--- src/rtl/b_mask_allocator_pkg.sv ---
// ----------------------------------------------------------------------------
// b_mask_allocator_pkg
//   Shared sizing, state encoding and helpers for the branch-mask allocator.
//   BMA_N   : dispatch width (max branch grants per cycle)
//   BMA_W   : branch-stack depth = number of B-mask tags
//   CNT_W   : width of request/grant counts (0..BMA_N)
//   FREE_W  : width of the free-slot count (0..BMA_W)
// ----------------------------------------------------------------------------
package b_mask_allocator_pkg;

  localparam int BMA_N  = 3;
  localparam int BMA_W  = 4;
  localparam int CNT_W  = $clog2(BMA_N + 1);
  localparam int FREE_W = $clog2(BMA_W + 1);

  typedef logic [BMA_W-1:0] b_mask_t;

  typedef enum logic {
    BMA_RUN     = 1'b0,
    BMA_RECOVER = 1'b1
  } bma_state_e;

  // Number of set bits in a tag vector.
  function automatic logic [FREE_W-1:0] popcount(input logic [BMA_W-1:0] vec);
    logic [FREE_W-1:0] cnt;
    cnt = {FREE_W{1'b0}};
    for (int i = 0; i < BMA_W; i++) begin
      cnt = cnt + {{(FREE_W-1){1'b0}}, vec[i]};
    end
    return cnt;
  endfunction

endpackage

--- src/rtl/b_mask_allocator_psel_lowest_n.sv ---
// ----------------------------------------------------------------------------
// b_mask_allocator_psel_lowest_n
//   Picks the N lowest-index set bits of a W-bit vector, one-hot per lane.
//   Lane 0 gets the lowest set bit, lane 1 the next, and so on; a lane with
//   no remaining set bit outputs all zeros.
//   vec : candidate bits (free tags)
//   sel : N one-hot selections, lowest index first
// ----------------------------------------------------------------------------
module b_mask_allocator_psel_lowest_n #(
  parameter int W = 4,
  parameter int N = 3
) (
  input  logic [W-1:0]        vec,
  output logic [N-1:0][W-1:0] sel
);

  localparam logic [W-1:0] ONE = {{(W-1){1'b0}}, 1'b1};

  // Peel off the lowest set bit once per lane (x & -x isolates it).
  always_comb begin
    logic [W-1:0] rem;
    rem = vec;
    for (int k = 0; k < N; k++) begin
      sel[k] = rem & (~rem + ONE);
      rem    = rem & ~sel[k];
    end
  end

endmodule

--- src/rtl/b_mask_allocator.sv ---
// ----------------------------------------------------------------------------
// b_mask_allocator
//   Branch-stack tag allocator. Grants one-hot B-mask tags to up to BMA_N
//   branches per dispatch bundle, records for each live slot the set of older
//   live tags it depends on, frees a tag on correct resolve and squashes the
//   mispredicted branch plus every dependent on mispredict.
//
//   clock            rising-edge clock
//   reset            asynchronous, active-low reset
//   br_req_count     branches in the dispatch bundle (program order)
//   br_grant_count   prefix of requesters granted this cycle (combinational)
//   br_grant_bmm     one-hot tag per granted lane, 0 otherwise (combinational)
//   br_grant_dep     dependency mask to store with each granted branch
//   br_stall         bundle not fully granted
//   resolve_valid    a branch resolves this cycle
//   resolve_bmm      one-hot tag of the resolving branch
//   resolve_mispred  resolving branch mispredicted
//   b_mask           registered set of live tags
//   free_slots       registered count of free tags
//   recovering       registered, high during the one-cycle recovery state
// ----------------------------------------------------------------------------
module b_mask_allocator
  import b_mask_allocator_pkg::*;
(
  input  logic                        clock,
  input  logic                        reset,
  input  logic [CNT_W-1:0]            br_req_count,
  output logic [CNT_W-1:0]            br_grant_count,
  output logic [BMA_N-1:0][BMA_W-1:0] br_grant_bmm,
  output logic [BMA_N-1:0][BMA_W-1:0] br_grant_dep,
  output logic                        br_stall,
  input  logic                        resolve_valid,
  input  logic [BMA_W-1:0]            resolve_bmm,
  input  logic                        resolve_mispred,
  output logic [BMA_W-1:0]            b_mask,
  output logic [FREE_W-1:0]           free_slots,
  output logic                        recovering
);

  // Registered state
  b_mask_t                 b_mask_q, b_mask_d;
  logic [BMA_W-1:0][BMA_W-1:0] dep_q, dep_d;
  bma_state_e              state_q, state_d;
  logic [FREE_W-1:0]       free_slots_q, free_slots_d;
  logic                    recovering_q;
  // Low for the first cycle after reset release so that cycle grants nothing.
  logic                    run_en_q;

  // Resolve decode
  b_mask_t res_hit_s;
  logic    res_live_s;
  logic    mispred_s;
  b_mask_t squash_s;
  b_mask_t clear_s;

  // Grant path
  b_mask_t                     free_s;
  logic [BMA_N-1:0][BMA_W-1:0] sel_s;
  logic                        grant_en_s;
  logic [FREE_W-1:0]           avail_s;
  logic [FREE_W-1:0]           req_ext_s;
  logic [CNT_W-1:0]            grant_count_s;
  logic [BMA_N-1:0][BMA_W-1:0] grant_bmm_s;
  logic [BMA_N-1:0][BMA_W-1:0] grant_dep_s;
  b_mask_t                     grant_set_s;
  b_mask_t                     older_s;
  logic                        stall_s;

  assign free_s = ~b_mask_q;

  b_mask_allocator_psel_lowest_n #(
    .W (BMA_W),
    .N (BMA_N)
  ) u_psel (
    .vec (free_s),
    .sel (sel_s)
  );

  // Decode the resolving tag and build the set of slots to clear.
  always_comb begin
    if (resolve_valid) begin
      res_hit_s = resolve_bmm & b_mask_q;
    end else begin
      res_hit_s = {BMA_W{1'b0}};
    end
    res_live_s = |res_hit_s;
    mispred_s  = res_live_s & resolve_mispred;
    // A slot is squashed if it is the mispredicted tag or depends on it.
    for (int s = 0; s < BMA_W; s++) begin
      squash_s[s] = res_hit_s[s] | (|(dep_q[s] & res_hit_s));
    end
    if (mispred_s) begin
      clear_s = squash_s;
    end else begin
      clear_s = res_hit_s;
    end
  end

  // Combinational grant: lowest free tags to the oldest requesters.
  always_comb begin
    b_mask_t acc;
    grant_en_s = reset & run_en_q & (state_q == BMA_RUN) & ~mispred_s;
    avail_s    = popcount(free_s);
    req_ext_s  = {{(FREE_W-CNT_W){1'b0}}, br_req_count};
    if (!grant_en_s) begin
      grant_count_s = {CNT_W{1'b0}};
    end else if (req_ext_s <= avail_s) begin
      grant_count_s = br_req_count;
    end else begin
      grant_count_s = avail_s[CNT_W-1:0];
    end
    // A correctly resolving tag is gone next cycle, so new branches must not depend on it.
    older_s = b_mask_q & ~res_hit_s;
    acc     = {BMA_W{1'b0}};
    for (int k = 0; k < BMA_N; k++) begin
      if (CNT_W'(k) < grant_count_s) begin
        grant_bmm_s[k] = sel_s[k];
        grant_dep_s[k] = older_s | acc;
      end else begin
        grant_bmm_s[k] = {BMA_W{1'b0}};
        grant_dep_s[k] = {BMA_W{1'b0}};
      end
      acc = acc | grant_bmm_s[k];
    end
    grant_set_s = acc;
    stall_s     = reset & (br_req_count > grant_count_s);
  end

  assign br_grant_count = grant_count_s;
  assign br_grant_bmm   = grant_bmm_s;
  assign br_grant_dep   = grant_dep_s;
  assign br_stall       = stall_s;

  // Next-state: clear resolved/squashed slots, then install new grants.
  always_comb begin
    b_mask_d = (b_mask_q & ~clear_s) | grant_set_s;
    for (int s = 0; s < BMA_W; s++) begin
      if (clear_s[s]) begin
        dep_d[s] = {BMA_W{1'b0}};
      end else begin
        dep_d[s] = dep_q[s] & ~clear_s;
      end
    end
    // Granted slots were free, so they never collide with cleared slots.
    for (int k = 0; k < BMA_N; k++) begin
      for (int s = 0; s < BMA_W; s++) begin
        dep_d[s] = grant_bmm_s[k][s] ? grant_dep_s[k] : dep_d[s];
      end
    end
    if (mispred_s) begin
      state_d = BMA_RECOVER;
    end else begin
      state_d = BMA_RUN;
    end
    free_slots_d = popcount(~b_mask_d);
  end

  // State registers and FSM with registered status outputs.
  always_ff @(posedge clock or negedge reset) begin
    if (!reset) begin
      b_mask_q     <= {BMA_W{1'b0}};
      dep_q        <= {(BMA_W*BMA_W){1'b0}};
      state_q      <= BMA_RUN;
      free_slots_q <= FREE_W'(BMA_W);
      recovering_q <= 1'b0;
      run_en_q     <= 1'b0;
    end else begin
      b_mask_q     <= b_mask_d;
      dep_q        <= dep_d;
      state_q      <= state_d;
      free_slots_q <= free_slots_d;
      recovering_q <= (state_d == BMA_RECOVER);
      run_en_q     <= 1'b1;
    end
  end

  assign b_mask     = b_mask_q;
  assign free_slots = free_slots_q;
  assign recovering = recovering_q;

endmodule
--- config.mk ---
export PLATFORM = sky130hd
export DESIGN_NAME = b_mask_allocator
export DESIGN_NICKNAME = d
export VERILOG_FILES = /design/src/rtl/b_mask_allocator_pkg.sv /design/src/rtl/b_mask_allocator_psel_lowest_n.sv /design/src/rtl/b_mask_allocator.sv
export SDC_FILE = /design/constraint.sdc
export NUM_CORES = 1
export LEC_CHECK = 0
export ABC_CLOCK_PERIOD_IN_PS = 5400
export BUFFER_PORTS_ARGS = -buffer_cell sky130_fd_sc_hd__clkbuf_2
export CAP_MARGIN = 40
export CORE_UTILIZATION = 55
export DETAILED_ROUTE_END_ITERATION = 12
export GPL_ROUTABILITY_DRIVEN = 0
export PLACE_DENSITY = 0.84
export SLEW_MARGIN = 25
export SYNTH_ARGS = -nofsm -noshare
export SYNTH_HDL_FRONTEND = slang
export SYNTH_HIERARCHICAL = 1
export SYNTH_SLANG_ARGS = --single-unit
--- constraint.sdc ---
create_clock -name clock -period 5.4 [get_ports clock]
set_input_delay 1.08 -clock clock [delete_from_list [all_inputs] [get_ports clock]]
set_output_delay 1.08 -clock clock [all_outputs]
set_load 0.01 [all_outputs]
==> results.py, run 1 <==
metrics = {
    "outcome": {
        "outcome": "complete, no violations",
    },
    "route": {
        "via_count": 2302,
        "dr.pass1.iters": 6,
        "dr_wl_met3_um": 874,
        "wl_met2_mm": 2.74,
        "wl_mm": 6.32,
        "ant_nets": 0,
        "top_layer_used": "met4",
        "wl_per_cell_um": 17.3,
        "drtIter0Drc": 360,
        "drc_errors": 0,
        "vias_per_cell": 6.31,
        "drt-met1-wl_mm": 2.52,
    },
    "critical_path": {
        "crit_type": "reg2out",
        "critical_path_buf_inv_count": 3,
        "endpoint_kind": "primary output",
        "critPathRequiredTime_ns": 4.32,
        "crit_path_top_delay_cell": "o311ai_0",
        "r2r_slack_ns": 0.76,
        "crit_path_max_fanout": 9,
        "arrival_ns": 4.03,
        "path_cells": "fa_1 -> inv_1 -> ha_1 -> ha_1 -> inv_1 -> ha_1 -> nor2b_1 -> o21a_1 -> o311ai_0 -> a21oi_1 -> nor2_1 -> nor2_1 -> clkbuf_2",
        "crit_path_frequent_cell": "ha_1",
        "cp_top_family": "adder cells",
        "startpoint_type": "flop",
        "max_stage_delay_ns": 0.64,
    },
    "timing": {
        "worstMarginPinSlew_ns": 0.728,
        "setup_tns_ns": 0,
        "rsz0062_at_grt": "no",
        "fin_hold_ws_ns": 0.551,
        "setup_viol": 0,
        "timing.final.crit_share_pct": 94.6,
        "fin_crit_ns": 5.11,
        "slew_violations": 0,
        "clock_skew_ns": 0.00393,
        "relSlewSlack_pct": 50.9,
        "fmax_mhz": 196,
        "hold_viol": 0,
    },
    "run": {
        "drv_cap": 0,
    },
    "clocking": {
        "clk_path_buf_depth": 2,
        "cts_root_buf": "clkbuf_8",
        "cts_tree": "built",
        "h-tree-depth": 1,
        "cts_buffers": 3,
        "postCtsSetupBuffers": 0,
        "cts.reportedPaths.clkPinSlew_ns": 0.07,
        "insertion_delay_ns": 0.26,
        "cts_sinks": 21,
    },
    "yosys": {
        "yosysUniqueCellTypes": 47,
        "ys_seq_area_share_pct": 25.8,
        "netlist_area_mm2": 0.00204,
        "synth_edf_count": 0,
        "syn_avg_cell_area_um2": 7.30,
        "synthTopCellsByArea": "dfrtp_1 24%, nand2_1 9.9%, a21oi_1 6.9%",
        "synth_flop_cell": "dfrtp_1",
        "async_reset_ff_share_pct": 100,
        "yosysMostFrequentCell": "nand2_1",
        "synth_seq_cells": 21,
        "syn_inst": 280,
        "yosysWarnings": 6,
        "yosys.area.top_type": "dfrtp_1",
        "ys_top_cells_by_count": "54 x nand2_1, 28 x a21oi_1, 23 x nor2_1, 20 x dfrtp_1, 20 x inv_1",
        "synth_top_area_share_pct": 24.5,
    },
    "finish": {
        "fillers": 317,
        "multi_input_area_mm2": 0.00135,
        "final_util_pct": 67.2,
        "drive_gt1_share_pct": 20.4,
        "finalNetCount": 340,
        "diodes": 0,
        "register_area_um2": 527,
        "area_growth_pct": 13.1,
    },
    "global_routing": {
        "grt_pass1_wl_mm": 10.4,
        "grt_overflow": 0,
        "track_usage_pct": 33.6,
        "grt_pass1_vias": 2133,
        "antenna_found_initial": 0,
        "grt_start_max_net_pins": 23,
    },
    "placement": {
        "dp.final_hpwl_mm": 5.06,
        "portBuffers": 41,
    },
    "power_and_ir_drop": {
        "power_density_mw_per_mm2": 663,
        "p_leak_nw": 1.17,
        "ir_worst_vdd_mv": 0.338,
        "finalPower_mw": 1.53,
    },
    "floorplan": {
        "coreArea_mm2": 0.00344,
        "fp.dieArea_mm2": 0.00397,
        "start_util_pct": 59.4,
        "io_pins": 45,
        "die_w_um": 63.0,
        "std_cell_rows": 21,
        "die_h_um": 63.0,
    },
    "hold_path": {
        "hold_path.class": "reg2reg",
    },
}
## worst min-delay path, cell delays in order (launching register included)
cell and delay [ns]:
dfrtp_1 0.38, nand3_1 0.07, a22oi_1 0.06
## path summary, 6_finish.rpt
path                            from         endpoint  cells past startpoint
min in group asynchronous      reset         dep_q[4]                      2
setup reg to reg           b_mask[0]    free_slots[1]                     16
hold / removal              dep_q[9]         dep_q[9]                      2
hold reg to reg             dep_q[9]         dep_q[9]                      2
setup / recovery           b_mask[0]  br_grant_dep[9]                     13
max in group asynchronous      reset    free_slots[2]                      2
## flip-flops by register name, indices dropped and copies added, names as in the netlist
| register | count |
|---|---|
| dep_q | 12 |
| b_mask | 4 |
| free_slots | 3 |
| recovering | 1 |
| run_en_q | 1 |
## cells by family after synthesis
group | count (synthesis) | synth area share, %
fa+ha+maj | 10 | 6.85
buf+inv | 36 | 8.63
mux | 7 | 3.67
flops | 21 | 25.8
xor+xnor | 1 | 0.428
other cells | 2 | 0.367
compound gates | 85 | 27.1
simple gates | 118 | 27.2
## layout by cell type, fill, tap and decap left out, types with 2 or more instances in the layout
cell type / instances
a22o_1: 2
conb_1: 4
buf_4: 4
fa_1: 2
mux2i_1: 3
nor3_4: 2
inv_2: 2
clkbuf_2: 41
and3_1: 10
a211oi_1: 3
nand2b_1: 3
dfrtp_1: 20
ha_1: 8
a21oi_1: 28
clkinv_2: 2
nor3_1: 3
mux2_2: 4
a22oi_1: 4
nor2b_1: 3
nor3b_1: 2
a32oi_1: 7
a31oi_1: 2
o21a_1: 3
nand3_1: 12
inv_1: 20
nand2_1: 54
clkbuf_8: 3
o22ai_1: 10
o21ai_0: 16
nor2_1: 23
nand4_1: 3
## final cells by class
| cell class | count | share of cell area [%] |
|---|---|---|
| Clock buffer | 3 | 1.79 |
| Clock inverter | 1 | 0.216 |
| Inverter | 24 | 4.06 |
| Multi-Input combinational cell | 225 | 58.5 |
| Sequential cell | 21 | 22.8 |
| Tap cell | 46 | 2.49 |
| Timing Repair Buffer | 45 | 10.2 |
## repair_timing
action / 4_1_cts / 5_1_grt
endpoints found under the setup margin: 0 / 1
hold buffers: 0 / 0
gates resized for setup: 0 / 1
## routing by layer
| layer | vias up | global-route usage [%] |
|---|---|---|
| li1 | 1068 | - |
| met1 | 1016 | 46.8 |
| met4 | 0 | 14.0 |
| met3 | 28 | 7.30 |
| met2 | 190 | 49.7 |
| met5 | - | 0 |
## per-stage QoR
stage	cell area (µm²)	setup slack, ns	instances
final	2310	0.293	365
after floorplan	2050	0.585	282
after global routing	2310	0.0201	365
after global placement	2260	0.682	361
after detailed placement	2260	0.526	361
after CTS	2310	0.245	365
## power breakdown
group | switching, mW | internal (mW)
Clock | 0.0515 | 0.0515
Sequential | 0.0491 | 0.221
Combinational | 0.741 | 0.418
Total | 0.841 | 0.691
Power figures use the tool's default switching activity.
==> inputs of run 2 (changes only) <==
--- a/config.mk
+++ b/config.mk
@@ -10,4 +10,5 @@
 export CAP_MARGIN = 40
 export CORE_UTILIZATION = 55
+export CTS_CLUSTER_DIAMETER = 50
 export DETAILED_ROUTE_END_ITERATION = 12
 export GPL_ROUTABILITY_DRIVEN = 0
==> constraint.sdc (replaced) <==
create_clock -name clock -period 5.4 [get_ports clock]
set_input_delay 0.54 -clock clock [delete_from_list [all_inputs] [get_ports clock]]
set_output_delay 0.54 -clock clock [all_outputs]
set_load 0.01 [all_outputs]
==> results.py, run 2 (synthesized netlist as in run 1, its figures left out) <==
metrics = {
    "outcome": {
        "outcome": "complete, no violations",
    },
    "critical_path": {
        "endpoint_kind": "primary output",
        "crit_path_max_fanout": 15,
        "path_cells": "fa_1 -> inv_1 -> ha_1 -> ha_1 -> inv_1 -> ha_1 -> nor2b_1 -> o21ai_1 -> mux2_2 -> nand2_1 -> inv_2 -> nand2_1 -> inv_1 -> nor3_1 -> nor2_1 -> clkbuf_2",
        "critPathRequiredTime_ns": 4.86,
        "crit_type": "reg2out",
        "arrival_ns": 4.47,
        "startpoint_type": "flop",
        "crit_path_top_delay_cell": "fa_1",
        "max_stage_delay_ns": 0.56,
    },
    "finish": {
        "diodes": 0,
        "instances_no_fill": 362,
        "top_register": "dep_q",
        "layout_common_cells": "54 x nand2_1, 41 x clkbuf_2, 28 x a21oi_1",
        "area_growth_pct": 11.9,
        "largest_reg_flops": 12,
        "drive_gt1_share_pct": 19.3,
        "finalNetCount": 337,
        "layout_commonest_cell": "nand2_1",
    },
    "clocking": {
        "cts_hold_buf": 0,
        "insertion_delay_ns": 0.27,
        "cts_sinks": 21,
        "postCtsSetupBuffers": 0,
        "cts_buffers": 3,
        "cts.reportedPaths.clkPinSlew_ns": 0.09,
        "clk_path_buf_depth": 2,
        "cts_root_buf": "clkbuf_8",
        "h-tree-depth": 1,
        "cts_tree": "built",
        "ctsResizeCount": 0,
    },
    "placement": {
        "dp_cells": 358,
        "dp.final_hpwl_mm": 4.95,
        "portBuffers": 41,
    },
    "route": {
        "drtIter0Drc": 285,
        "vias_per_cell": 6.57,
        "wl_mm": 6.41,
        "dr.pass1.iters": 7,
        "ant_nets": 0,
        "wl_per_cell_um": 17.7,
        "drc_errors": 0,
        "via_count": 2378,
    },
    "timing": {
        "clock_skew_ns": 0.00474,
        "worstMarginPinSlew_ns": 0.768,
        "rsz0062_at_grt": "no",
        "fin_hold_ws_ns": 0.227,
        "fmax_mhz": 200,
        "setup_tns_ns": 0,
        "setup_viol": 0,
        "fin_crit_ns": 5.01,
        "relSlewSlack_pct": 48.2,
        "hold_viol": 0,
        "timing.final.crit_share_pct": 92.7,
        "slew_violations": 0,
    },
    "power_and_ir_drop": {
        "finalPower_mw": 1.53,
        "power_density_mw_per_mm2": 669,
        "ir_worst_vdd_mv": 0.333,
        "p_leak_nw": 1.15,
    },
    "floorplan": {
        "io_pins": 45,
        "start_util_pct": 59.4,
        "die_h_um": 63.0,
        "fp.dieArea_mm2": 0.00397,
        "std_cell_rows": 21,
        "coreArea_mm2": 0.00344,
        "die_w_um": 63.0,
    },
    "global_routing": {
        "grt_start_max_net_pins": 24,
        "grt_overflow": 0,
        "track_usage_pct": 32.6,
        "grt_pass1_wl_mm": 10.0,
        "grt_pass1_vias": 2080,
        "antenna_found_initial": 0,
    },
    "hold_path": {
        "hold_path.class": "in2async",
    },
    "run": {
        "drv_cap": 0,
    },
}
-- run 2: cell count changes in the layout (fill, tap and decap cells not counted) --
cell        change
o21ai_2         -1
clkinvlp_4      +1
o21ai_1         +1
buf_4           -3
clkinv_2        -1
-- run 2: metrics by stage --
stage | util (%) | instance area (µm²) | setup slack (ns)
finish | 66.5 | 2290 | 0.392
global route | 66.5 | 2290 | 0.0678
CTS | 66.5 | 2290 | 0.431
detailed placement | 65.1 | 2240 | 0.668
global placement | 65.1 | 2240 | 0.836
floorplan | - | 2050 | 1.13
-- run 2: final timing paths --
kind	from	end	slack [ns]	cells past startpoint
max reg2reg	b_mask[0]	free_slots[1]	0.62	17
max in group asynchronous	reset	free_slots[2]	4.88	2
min in group clock	dep_q[8]	dep_q[8]	0.58	2
min reg2reg	dep_q[8]	dep_q[8]	0.58	2
max	b_mask[0]	br_grant_dep[11]	0.39	16
min	reset	b_mask[3]	0.23	2
-- run 2: metal layers --
layer	routed length, µm	vias up	track usage, %
met1	2610	1076	44.8
li1	-	1061	-
met2	2680	202	46.8
met5	0	-	0
met4	255	0	14.5
met3	865	39	9.49
-- run 2: worst max-delay path, delay by kind of cell (launching register included) --
kind	cells	cell delay, ns
and+or+nand+nor	5	1.15
buffers and inverters	5	0.38
muxes	1	0.47
adders and majority gates	4	1.37
AOI/OAI and AO/OA	1	0.34
DFF	1	0.48
-- run 2: cell type report --
class                      instances  area, µm²
inverter                          24       93.8
sequential                        21        527
timing repair buffer              42        213
tap                               46       57.6
clock buffer                       3       41.3
multi-input combinational        225       1350
fill                             325       1150
clock inverter                     1       7.51
-- run 2: power breakdown --
part / internal [mW] / switching, mW / leakage (nW)
registers: 0.221 / 0.0529 / 0.268
clock network: 0.0523 / 0.0586 / 0.0217
logic: 0.408 / 0.738 / 0.860
total: 0.681 / 0.849 / 1.15
